[config.mk]
export PLATFORM = sky130hd
export DESIGN_NAME = ahb_lite_des_master
export DESIGN_NICKNAME = d
export VERILOG_FILES = /design/src/rtl/des_ahb_pkg.sv /design/src/rtl/ahb_lite_single_xfer.sv /design/src/rtl/ahb_lite_des_master.sv
export SDC_FILE = /design/constraint.sdc
export NUM_CORES = 1
export LEC_CHECK = 0
export BUFFER_PORTS_ARGS = -buffer_cell sky130_fd_sc_hd__buf_4
export CORE_AREA = 3 3 199 201
export CTS_BUF_LIST = sky130_fd_sc_hd__clkbuf_8 sky130_fd_sc_hd__clkbuf_16
export CTS_CLUSTER_SIZE = 20
export DETAILED_ROUTE_END_ITERATION = 8
export DIE_AREA = 0 0 202 204
export HOLD_SLACK_MARGIN = 0.02
export PLACE_DENSITY = 0.79
export SYNTH_ARGS = -nofsm -noshare
export SYNTH_HDL_FRONTEND = slang
export SYNTH_SLANG_ARGS = --single-unit
[constraint.sdc]
create_clock -name HCLK -period 2.7 [get_ports HCLK]
set_input_delay 0.27 -clock HCLK [delete_from_list [all_inputs] [get_ports HCLK]]
set_output_delay 0.27 -clock HCLK [all_outputs]
set_load 0.01 [all_outputs]
[src/rtl/des_ahb_pkg.sv]
// Shared AHB-Lite encodings, DES slave register map and FSM state types
// for the Triple DES AHB-Lite initiator.
package des_ahb_pkg;

  localparam logic [1:0] HTRANS_IDLE   = 2'b00;
  localparam logic [1:0] HTRANS_NONSEQ = 2'b10;
  localparam logic [2:0] HSIZE_64      = 3'b011;
  localparam logic [2:0] HBURST_SINGLE = 3'b000;
  localparam logic [3:0] HPROT_DES     = 4'h3;

  localparam logic [7:0] OFF_DATA   = 8'h00;
  localparam logic [7:0] OFF_KEY1   = 8'h08;
  localparam logic [7:0] OFF_KEY2   = 8'h10;
  localparam logic [7:0] OFF_KEY3   = 8'h18;
  localparam logic [7:0] OFF_CTRL   = 8'h20;
  localparam logic [7:0] OFF_STATUS = 8'h28;
  localparam logic [7:0] OFF_RESULT = 8'h30;

  // Job steps: 0..3 data/keys, then CTRL, STATUS poll, RESULT read.
  localparam logic [2:0] STEP_CTRL   = 3'd4;
  localparam logic [2:0] STEP_STATUS = 3'd5;
  localparam logic [2:0] STEP_RESULT = 3'd6;

  typedef enum logic [2:0] {
    M_IDLE      = 3'd0,
    M_BUS       = 3'd1,
    M_POLL_WAIT = 3'd2,
    M_DONE      = 3'd3,
    M_ERR       = 3'd4
  } master_state_t;

  typedef enum logic [1:0] {
    X_IDLE = 2'd0,
    X_ADDR = 2'd1,
    X_DATA = 2'd2
  } xfer_state_t;

  function automatic logic [7:0] step_offset(input logic [2:0] step);
    case (step)
      3'd0:    return OFF_DATA;
      3'd1:    return OFF_KEY1;
      3'd2:    return OFF_KEY2;
      3'd3:    return OFF_KEY3;
      3'd4:    return OFF_CTRL;
      3'd5:    return OFF_STATUS;
      default: return OFF_RESULT;
    endcase
  endfunction

endpackage

[src/rtl/ahb_lite_single_xfer.sv]
// One non-overlapped AHB-Lite single transfer (ADDR then DATA phase).
// req is sampled when idle and again on the completing DATA cycle, so transfers chain back-to-back.
module ahb_lite_single_xfer
  import des_ahb_pkg::*;
(
  input  logic        clk,
  input  logic        rst,
  input  logic        req,
  input  logic [31:0] addr,
  input  logic        write,
  input  logic [63:0] wdata,
  output logic        done,
  output logic        err,
  output logic [1:0]  dbg_state,
  output logic [31:0] haddr,
  output logic        hwrite,
  output logic [1:0]  htrans,
  output logic [63:0] hwdata,
  input  logic        hready,
  input  logic        hresp
);

  xfer_state_t state;

  assign done      = (state == X_DATA) && hready && !hresp;
  assign err       = (state == X_DATA) && hresp;
  assign dbg_state = state;

  always_ff @(posedge clk) begin
    if (rst) begin
      state  <= X_IDLE;
      htrans <= HTRANS_IDLE;
      haddr  <= '0;
      hwrite <= 1'b0;
      hwdata <= '0;
    end else begin
      case (state)
        X_IDLE: begin
          if (req) begin
            htrans <= HTRANS_NONSEQ;
            haddr  <= addr;
            hwrite <= write;
            state  <= X_ADDR;
          end
        end
        X_ADDR: begin
          if (hready) begin
            htrans <= HTRANS_IDLE;
            if (hwrite) hwdata <= wdata;
            state  <= X_DATA;
          end
        end
        X_DATA: begin
          // An error response aborts on its first cycle; the bus is already IDLE here.
          if (hresp) begin
            state <= X_IDLE;
          end else if (hready) begin
            if (req) begin
              htrans <= HTRANS_NONSEQ;
              haddr  <= addr;
              hwrite <= write;
              state  <= X_ADDR;
            end else begin
              state <= X_IDLE;
            end
          end
        end
        default: state <= X_IDLE;
      endcase
    end
  end

endmodule

[src/rtl/ahb_lite_des_master.sv]
// AHB-Lite initiator running one Triple DES job on the DES slave: write DATA/KEY1-3/CTRL,
// poll STATUS, read RESULT. Optional poll timeout enabled by DES_MASTER_TIMEOUT_EN.
module ahb_lite_des_master
  import des_ahb_pkg::*;
#(
  parameter logic [31:0] BASE_ADDR = 32'hAAAAAA00,
  parameter int          POLL_GAP  = 4
`ifdef DES_MASTER_TIMEOUT_EN
  , parameter int        TIMEOUT_POLLS = 1024
`endif
) (
  input  logic        HCLK,
  input  logic        HRESET,
  input  logic        start_valid,
  output logic        start_ready,
  input  logic [63:0] in_data,
  input  logic [63:0] in_key1,
  input  logic [63:0] in_key2,
  input  logic [63:0] in_key3,
  input  logic        in_encrypt,
  output logic        result_valid,
  input  logic        result_ready,
  output logic [63:0] result_data,
  output logic        result_error,
  output logic [31:0] HADDR,
  output logic        HWRITE,
  output logic [1:0]  HTRANS,
  output logic [2:0]  HSIZE,
  output logic [2:0]  HBURST,
  output logic [3:0]  HPROT,
  output logic        HMASTLOCK,
  output logic [63:0] HWDATA,
  input  logic [63:0] HRDATA,
  input  logic        HREADY,
  input  logic        HRESP,
  output logic [4:0]  dbg_state
);

  localparam int GAP_W = (POLL_GAP > 1) ? $clog2(POLL_GAP + 1) : 1;

  master_state_t    state;
  logic [2:0]       step, step_nxt;
  logic [GAP_W-1:0] gap_cnt;
  logic [63:0]      job_data, job_key1, job_key2, job_key3;
  logic             job_enc;
  logic             req, xfer_done, xfer_err, write, poll_expired;
  logic [31:0]      addr;
  logic [63:0]      wdata;
  logic [1:0]       xfer_dbg;

  assign HSIZE       = HSIZE_64;
  assign HBURST      = HBURST_SINGLE;
  assign HPROT       = HPROT_DES;
  assign HMASTLOCK   = 1'b0;
  assign start_ready = (state == M_IDLE);
  assign dbg_state   = {xfer_dbg, state};

`ifdef DES_MASTER_TIMEOUT_EN
  localparam int PC_W = $clog2(TIMEOUT_POLLS + 1);
  logic [PC_W-1:0] poll_cnt;

  assign poll_expired = (int'(poll_cnt) >= TIMEOUT_POLLS - 1);

  // Consecutive not-done polls; saturates rather than wrapping.
  always_ff @(posedge HCLK) begin
    if (HRESET || state == M_IDLE) begin
      poll_cnt <= '0;
    end else if (state == M_BUS && xfer_done && step == STEP_STATUS) begin
      if (HRDATA[0])             poll_cnt <= '0;
      else if (poll_cnt != '1)   poll_cnt <= poll_cnt + 1'b1;
    end
  end
`else
  assign poll_expired = 1'b0;
`endif

  // The request for the next transfer is presented on the completing cycle so
  // the sub-module can chain it without an idle gap.
  always_comb begin
    req      = 1'b0;
    step_nxt = step;
    case (state)
      M_BUS: begin
        if (!xfer_done) begin
          req = 1'b1;
        end else if (step < STEP_STATUS) begin
          step_nxt = step + 3'd1;
          req      = 1'b1;
        end else if (step == STEP_STATUS) begin
          if (HRDATA[0]) begin
            step_nxt = STEP_RESULT;
            req      = 1'b1;
          end else if (POLL_GAP == 0 && !poll_expired) begin
            req = 1'b1;
          end
        end
      end
      M_POLL_WAIT: req = (gap_cnt == '0);
      default: ;
    endcase
  end

  always_comb begin
    addr  = BASE_ADDR + {24'd0, step_offset(step_nxt)};
    write = (step_nxt < STEP_STATUS);
    case (step_nxt)
      3'd0:      wdata = job_data;
      3'd1:      wdata = job_key1;
      3'd2:      wdata = job_key2;
      3'd3:      wdata = job_key3;
      STEP_CTRL: wdata = {62'd0, 1'b1, job_enc};
      default:   wdata = '0;
    endcase
  end

  always_ff @(posedge HCLK) begin
    if (HRESET) begin
      state        <= M_IDLE;
      step         <= '0;
      gap_cnt      <= '0;
      job_data     <= '0;
      job_key1     <= '0;
      job_key2     <= '0;
      job_key3     <= '0;
      job_enc      <= 1'b0;
      result_valid <= 1'b0;
      result_data  <= '0;
      result_error <= 1'b0;
    end else begin
      case (state)
        M_IDLE: begin
          if (start_valid) begin
            job_data <= in_data;
            job_key1 <= in_key1;
            job_key2 <= in_key2;
            job_key3 <= in_key3;
            job_enc  <= in_encrypt;
            step     <= '0;
            state    <= M_BUS;
          end
        end
        M_BUS: begin
          if (xfer_err) begin
            result_valid <= 1'b1;
            result_error <= 1'b1;
            result_data  <= '0;
            state        <= M_ERR;
          end else if (xfer_done) begin
            if (step == STEP_RESULT) begin
              result_valid <= 1'b1;
              result_error <= 1'b0;
              result_data  <= HRDATA;
              state        <= M_DONE;
            end else if (step == STEP_STATUS && !HRDATA[0]) begin
              if (poll_expired) begin
                result_valid <= 1'b1;
                result_error <= 1'b1;
                result_data  <= '0;
                state        <= M_ERR;
              end else if (POLL_GAP != 0) begin
                gap_cnt <= GAP_W'(POLL_GAP - 1);
                state   <= M_POLL_WAIT;
              end
            end else begin
              step <= step_nxt;
            end
          end
        end
        M_POLL_WAIT: begin
          if (gap_cnt == '0) state   <= M_BUS;
          else               gap_cnt <= gap_cnt - 1'b1;
        end
        M_DONE, M_ERR: begin
          if (result_ready) begin
            result_valid <= 1'b0;
            state        <= M_IDLE;
          end
        end
        default: state <= M_IDLE;
      endcase
    end
  end

  ahb_lite_single_xfer u_xfer (
    .clk       (HCLK),
    .rst       (HRESET),
    .req       (req),
    .addr      (addr),
    .write     (write),
    .wdata     (wdata),
    .done      (xfer_done),
    .err       (xfer_err),
    .dbg_state (xfer_dbg),
    .haddr     (HADDR),
    .hwrite    (HWRITE),
    .htrans    (HTRANS),
    .hwdata    (HWDATA),
    .hready    (HREADY),
    .hresp     (HRESP)
  );

endmodule
### After elaboration in Yosys (flattened, before gate mapping)

Cells that the tools add are included.

| operators by class | value |
|---|---|
| equality and inequality tests | 30 |
| order comparisons | 2 |
| bitwise gates (word level) | 0 |
| shifts and indexed selects | 0 |
| multiply operators | 0 |
| div/mod/pow operators | 0 |
| reductions and logical operators | 28 |
| $add $sub $neg | 3 |
| multiplexer cells | 62 |

Operators with widths:

| operator | count |
|---|---|
| case mux 64 bit (5 select lines) | 1 |
| two-way mux 64 bit | 3 |
| two-way mux 32 bit | 3 |
| two-way mux 3 bit | 22 |
| case mux 32 bit (2 select lines) | 1 |
| case mux 6 bit (6 select lines) | 1 |
| adder 32 x 8 -> 32 bit, first input constant | 1 |
| inequality test 2 bit, second input constant | 13 |
| two-way mux 2 bit | 8 |
| equality test 3 bit, second input constant | 5 |
| two-way mux 1 bit | 15 |
| equality test 3 x 2 -> 1 bit, second input constant | 4 |
| case mux 2 bit (3 select lines) | 2 |
| case mux 3 bit (2 select lines) | 2 |
| case mux 3 bit (4 select lines) | 1 |
| AND reduction 3 bit | 4 |
| AND reduction 6 bit | 2 |
| nonzero test 2 bit | 6 |
| logical NOT 3 bit | 3 |
| AND reduction 4 bit | 2 |
| equality test 3 x 1 -> 1 bit, second input constant | 2 |
| less-than comparator 3 bit, second input constant | 2 |
| inequality test 3 x 2 -> 1 bit, second input constant | 2 |
| case mux 1 bit (2 select lines) | 3 |
| 13 further kinds | 17 |

| word-level totals | value |
|---|---|
| bits in latches | 0 |
| register bits | 433 |
| logic and storage cells | 141 |
| output and inout bits | 182 |
| memory bits (writable) | 0 |
| bits in read-only memories | 0 |
| memories kept | 0 |

### Longest topological paths before layout

| depth | value |
|---|---|
| depth in word-level cells | 12 |
| mapped depth | 11 |
| mapped depth without buffers | 9 |

### Modules after synthesis

Synthesis repeated with hierarchy kept, for this count alone.

| unflattened totals | value |
|---|---|
| cell total of the unflattened synthesis | 2,196 |
| area total of the unflattened synthesis | 17,636.9 µm² |

Modules (own cells, without submodules):

| module | cells an instance | area an instance (µm²) | times used |
|---|---|---|---|
| ahb_lite_des_master | 1,752 | 13,698.1 | 1 |
| ahb_lite_single_xfer | 444 | 3,938.8 | 1 |

### Worst setup path after synthesis

No wires, ideal clock.

| path | value |
|---|---|
| path kind | reg2reg |
| from | register state[0] |
| to | register u_xfer.hwdata[62] |
| cell stages (with the launch flop) | 10 |
| clock period less this slack | 2,473 ps |
| setup slack | 227 ps |
| arrival | 2,372 ps |
| cell sequence | dfxtp_1 buf_2 or3b_1 buf_2 a2111oi_4 o21a_1 buf_4 buf_8 mux2_2 o41ai_1 |

| between the ends | value |
|---|---|
| longest elaborated chain between the ends | 4 |

RTL lines:

| element | line | source |
|---|---|---|
| start, declared | ahb_lite_des_master.sv:41 | `master_state_t state;` |
| start signal, assigned | ahb_lite_des_master.sv:118 | `state <= M_IDLE;` |
| start signal, assigned | ahb_lite_des_master.sv:139 | `state <= M_BUS;` |
| start signal, assigned | ahb_lite_des_master.sv:147 | `state <= M_ERR;` |
| equality test 3 x 1 -> 1 bit * | ahb_lite_des_master.sv:82 | `case (state)` |
| two-way mux 3 bit * | ahb_lite_des_master.sv:82 |  |
| equality test 3 bit, or another cell as far along | ahb_lite_des_master.sv:106 | `case (step_nxt)` |
| case mux 64 bit (5 select lines) * | ahb_lite_des_master.sv:106 |  |
| end signal, assigned | ahb_lite_single_xfer.sv:49 | `if (hwrite) hwdata <= wdata;` |
| end, declared | ahb_lite_single_xfer.sv:18 | `output logic [63:0] hwdata,` |

Every way passes the cells marked *; elsewhere a longest branch is shown, timed or not.
A chain may end at the register's enable or synchronous reset.

### Worst setup path after layout

| path | value |
|---|---|
| from | register step[2] |
| to | register u_xfer.hwdata[43] |

| between the ends | value |
|---|---|
| longest elaborated chain between the ends | 7 |

RTL lines:

| element | line | source |
|---|---|---|
| start, declared | ahb_lite_des_master.sv:42 | `logic [2:0] step, step_nxt;` |
| start signal, assigned | ahb_lite_des_master.sv:165 | `step <= step_nxt;` |
| parallel branches: the longest is 4 deep, another holds adder 3 x 1 -> 3 bit | -- |  |
| two-way mux 3 bit * | ahb_lite_des_master.sv:82 |  |
| equality test 3 bit, or another cell as far along | ahb_lite_des_master.sv:106 |  |
| case mux 64 bit (5 select lines) * | ahb_lite_des_master.sv:106 |  |

Mark *: on every way between the ends.

==> qor.csv <==
stage;metric;value;unit
status;status;complete, no violations;
synthesis;yosys_warnings;0;
global_routing;grt_antenna_before_repair;7;
power;leakage;10.5;nW
hold_path;min_path_type;input port to register;
critical_path;max_stage_delay;0.51;ns
detailed_routing;drc_errors;0;
sta;timing.fmax;0.391;GHz
synthesis;ys_ff_latch;404;
power;powerDensity;700;nW/um2
final_layout;num-nets-final;2933;
floorplan;fp.dieH;204;um
detailed_routing;vias;17100;
floorplan;rows;71;
placement;place_congestion;0.867;
floorplan;dieWidth;202;um
global_routing;gr-usage-all-layers;0.288;
critical_path;crit_required;3.12;ns
final_layout;area_growth;52.7;%
critical_path;cp.arrival;2.98;ns
floorplan;coreArea;37800;um2
detailed_routing;wirelength;62.5;mm
final_layout;layout.cells.most_common_list;nand2_1, buf_4, dfxtp_1;
clock_network;clock_latency;0.54;ns
floorplan;io_pins;509;
clock_network;tritoncts;built;
sta;fin_crit;2.56;ns
critical_path;cp_cell_sequence;o21a_1 -> a2111oi_4 -> buf_4 -> o21ai_4 -> buf_12 -> mux2i_1 -> o22ai_1 -> a22o_1;
synthesis;synth.distinct_cells;53;
hold_path;hold_path_startpoint;in_key2[58];
placement;pre_cts_ws;0.0798;ns
floorplan;initial_utilization;0.428;
detailed_routing;drtAntennaViolNets;0;
placement;port_buffers;479;
floorplan;die-area;41200;um2
detailed_routing;drt_iter0_markers;1277;
critical_path;startpoint_type;register;
sta;grt_setup_unrepaired;false;
clock_network;cts.sinks;404;
synthesis;synth-seq-area-share;0.501;
power;ir_drop;403;uV
synthesis;syn_area_per_cell;8.53;um2
global_routing;grt_max_degree;147;
critical_path;cp-startpoint;step[2];
critical_path;cp_slowest_cell;dfxtp_1;
detailed_routing;dr.pass1.iters;5;
synthesis;synth_ff_type;dfxtp_1;
flow_run;maxCapViolCount;0;
critical_path;crit_type;register to register;
clock_network;clk_pin_slew_worst_paths;0.06;ns
synthesis;syn_inst;1893;
global_routing;grt_overflow;0;
clock_network;cts_max_path_buffers;3;
synthesis;synthArstFlopShare;0;
synthesis;synth_edf_count;0;
sta;maxSlewHeadroom;0.510;
critical_path;worst-path-buf-inv;2;
sta;final_hold_viol_count;0;
sta;report.final.slew_viol_count;0;
final_layout;final_common_cell;nand2_1;
critical_path;r2r_start;step[2];
sta;tightestPinTransition;0.735;ns
critical_path;end_kind;register;
clock_network;cts-root-buf;clkbuf_16;
synthesis;synth_area;16200;um2
sta;finalCritPeriodShare;0.948;
sta;setup_slack;0.141;ns
detailed_routing;wl_per_cell;19.8;um
sta;totalNegativeSetupSlack;0;ns
critical_path;path_delay_family;compound AO/OA/AOI/OAI gates;
global_routing;grt_pass1_vias;17800;
critical_path;crit_fanout;24;
sta;finalSetupViolations;0;
clock_network;numCtsBuffers;43;
clock_network;htree_levels;2;
placement;dpl.hpwl;35.6;mm
global_routing;grt_pass1_wl;96.0;mm
detailed_routing;routed_via_density;5.43;
sta;fin_skew;0.0208;ns
final_layout;drive_gt1_frac;0.232;
[where the power goes]
group / leakage [nW] / switching, W / internal (W)
Sequential: 3.29 / 0.000460 / 0.00667
Combinational: 6.42 / 0.00239 / 0.00179
Clock: 0.742 / 0.00246 / 0.00350
Total: 10.5 / 0.00531 / 0.0120
[final timing paths]
| path | endpoint | slack, ns | depth (start not counted) |
|---|---|---|---|
| max | u_xfer.hwdata[43] | 0.14 | 8 |
| min | job_key2[58] | 0.04 | 3 |
| max reg2reg | u_xfer.hwdata[43] | 0.14 | 8 |
| min reg2reg | job_key3[36] | 0.45 | 2 |
[area by class of cell]
cell class,instances,area (um2)
antenna,8,20.0
clock buffer,56,1270
clock inverter,22,183
fill,2720,13100
inverter,11,41.3
multi-input combinational,1307,7140
sequential,404,8090
tap,511,639
timing repair buffer,834,7290
[registers in the layout, summed over array words and instances (netlist names)]
name              cells
u_xfer.haddr          4
result_data          64
job_key2             64
step                  3
u_xfer.hwrite         1
u_xfer.hwdata        64
job_data             64
job_enc               1
state                 3
gap_cnt               3
u_xfer.dbg_state      2
result_error          1
job_key3             64
u_xfer.htrans         1
result_valid          1
job_key1             64
[worst register-to-register path: stages (launching register included)]
cell	delay, ns
dfxtp_1	0.51
o21a_1	0.24
a2111oi_4	0.08
buf_4	0.16
o21ai_4	0.47
buf_12	0.30
mux2i_1	0.34
o22ai_1	0.15
a22o_1	0.20
[metal layers]
metal | global-route usage | up-vias | share of wire
met3 | 0.0651 | 225 | 0.081
met2 | 0.513 | 954 | 0.50
met1 | 0.326 | 8107 | 0.37
met5 | 0 | - | 0
met4 | 0.143 | 0 | 0.049
li1 | - | 7824 | -
[stage by stage]
step	instances	utilization	total power (W)	hold slack, ns	area, um2
3_5_place_dp	2752	0.531	0.0109	0.446	20000
2_1_floorplan	1920	-	0.00952	0.406	16300
4_1_cts	3144	0.653	0.0172	0.0334	24600
5_1_grt	3152	0.653	0.0180	0.0558	24700
3_3_place_gp	2752	0.531	0.0108	0.441	20000
6_report	3153	0.653	0.0173	0.0421	24700
[cells in the mapped netlist, types with 3 or more instances]
library cell  instances  area (um2)
mux2i_1             131        1310
buf_2                12        60.1
nand3_1               4        20.0
buf_8                 5        75.1
nand2_1             526        1970
a22oi_1              65         488
inv_1                11        41.3
nand2b_1              8        50.1
o22ai_1              62         388
a22o_1               63         552
nand4_1               5        31.3
nor2_1               86         323
nor3_1                3        15.0
buf_4                45         338
ha_1                  5        62.6
a21oi_1             271        1360
mux2_2                3        33.8
buf_6                 9         101
o21ai_0               9        45.0
dfxtp_1             404        8090
clkbuf_1            123         462
[repair_timing]
| action | CTS | global route |
|---|---|---|
| hold buffers | 314 | 0 |
| endpoints found under the setup margin | 0 | 63 |
| endpoints found under the hold margin | 314 | 0 |
| resized for setup | 0 | 1 |
| buffers inserted | 0 | 1 |
[cells by family after synthesis]
family	count (synthesis)	share of synthesized area
and+or+nand+nor	649	0.158
AOI/OAI and AO/OA	490	0.186
DFF	404	0.501
buffers and inverters	209	0.0681
muxes	134	0.0832
adders and majority gates	5	0.00387
other	2	0.000465
(Power assumes the default switching activity.)
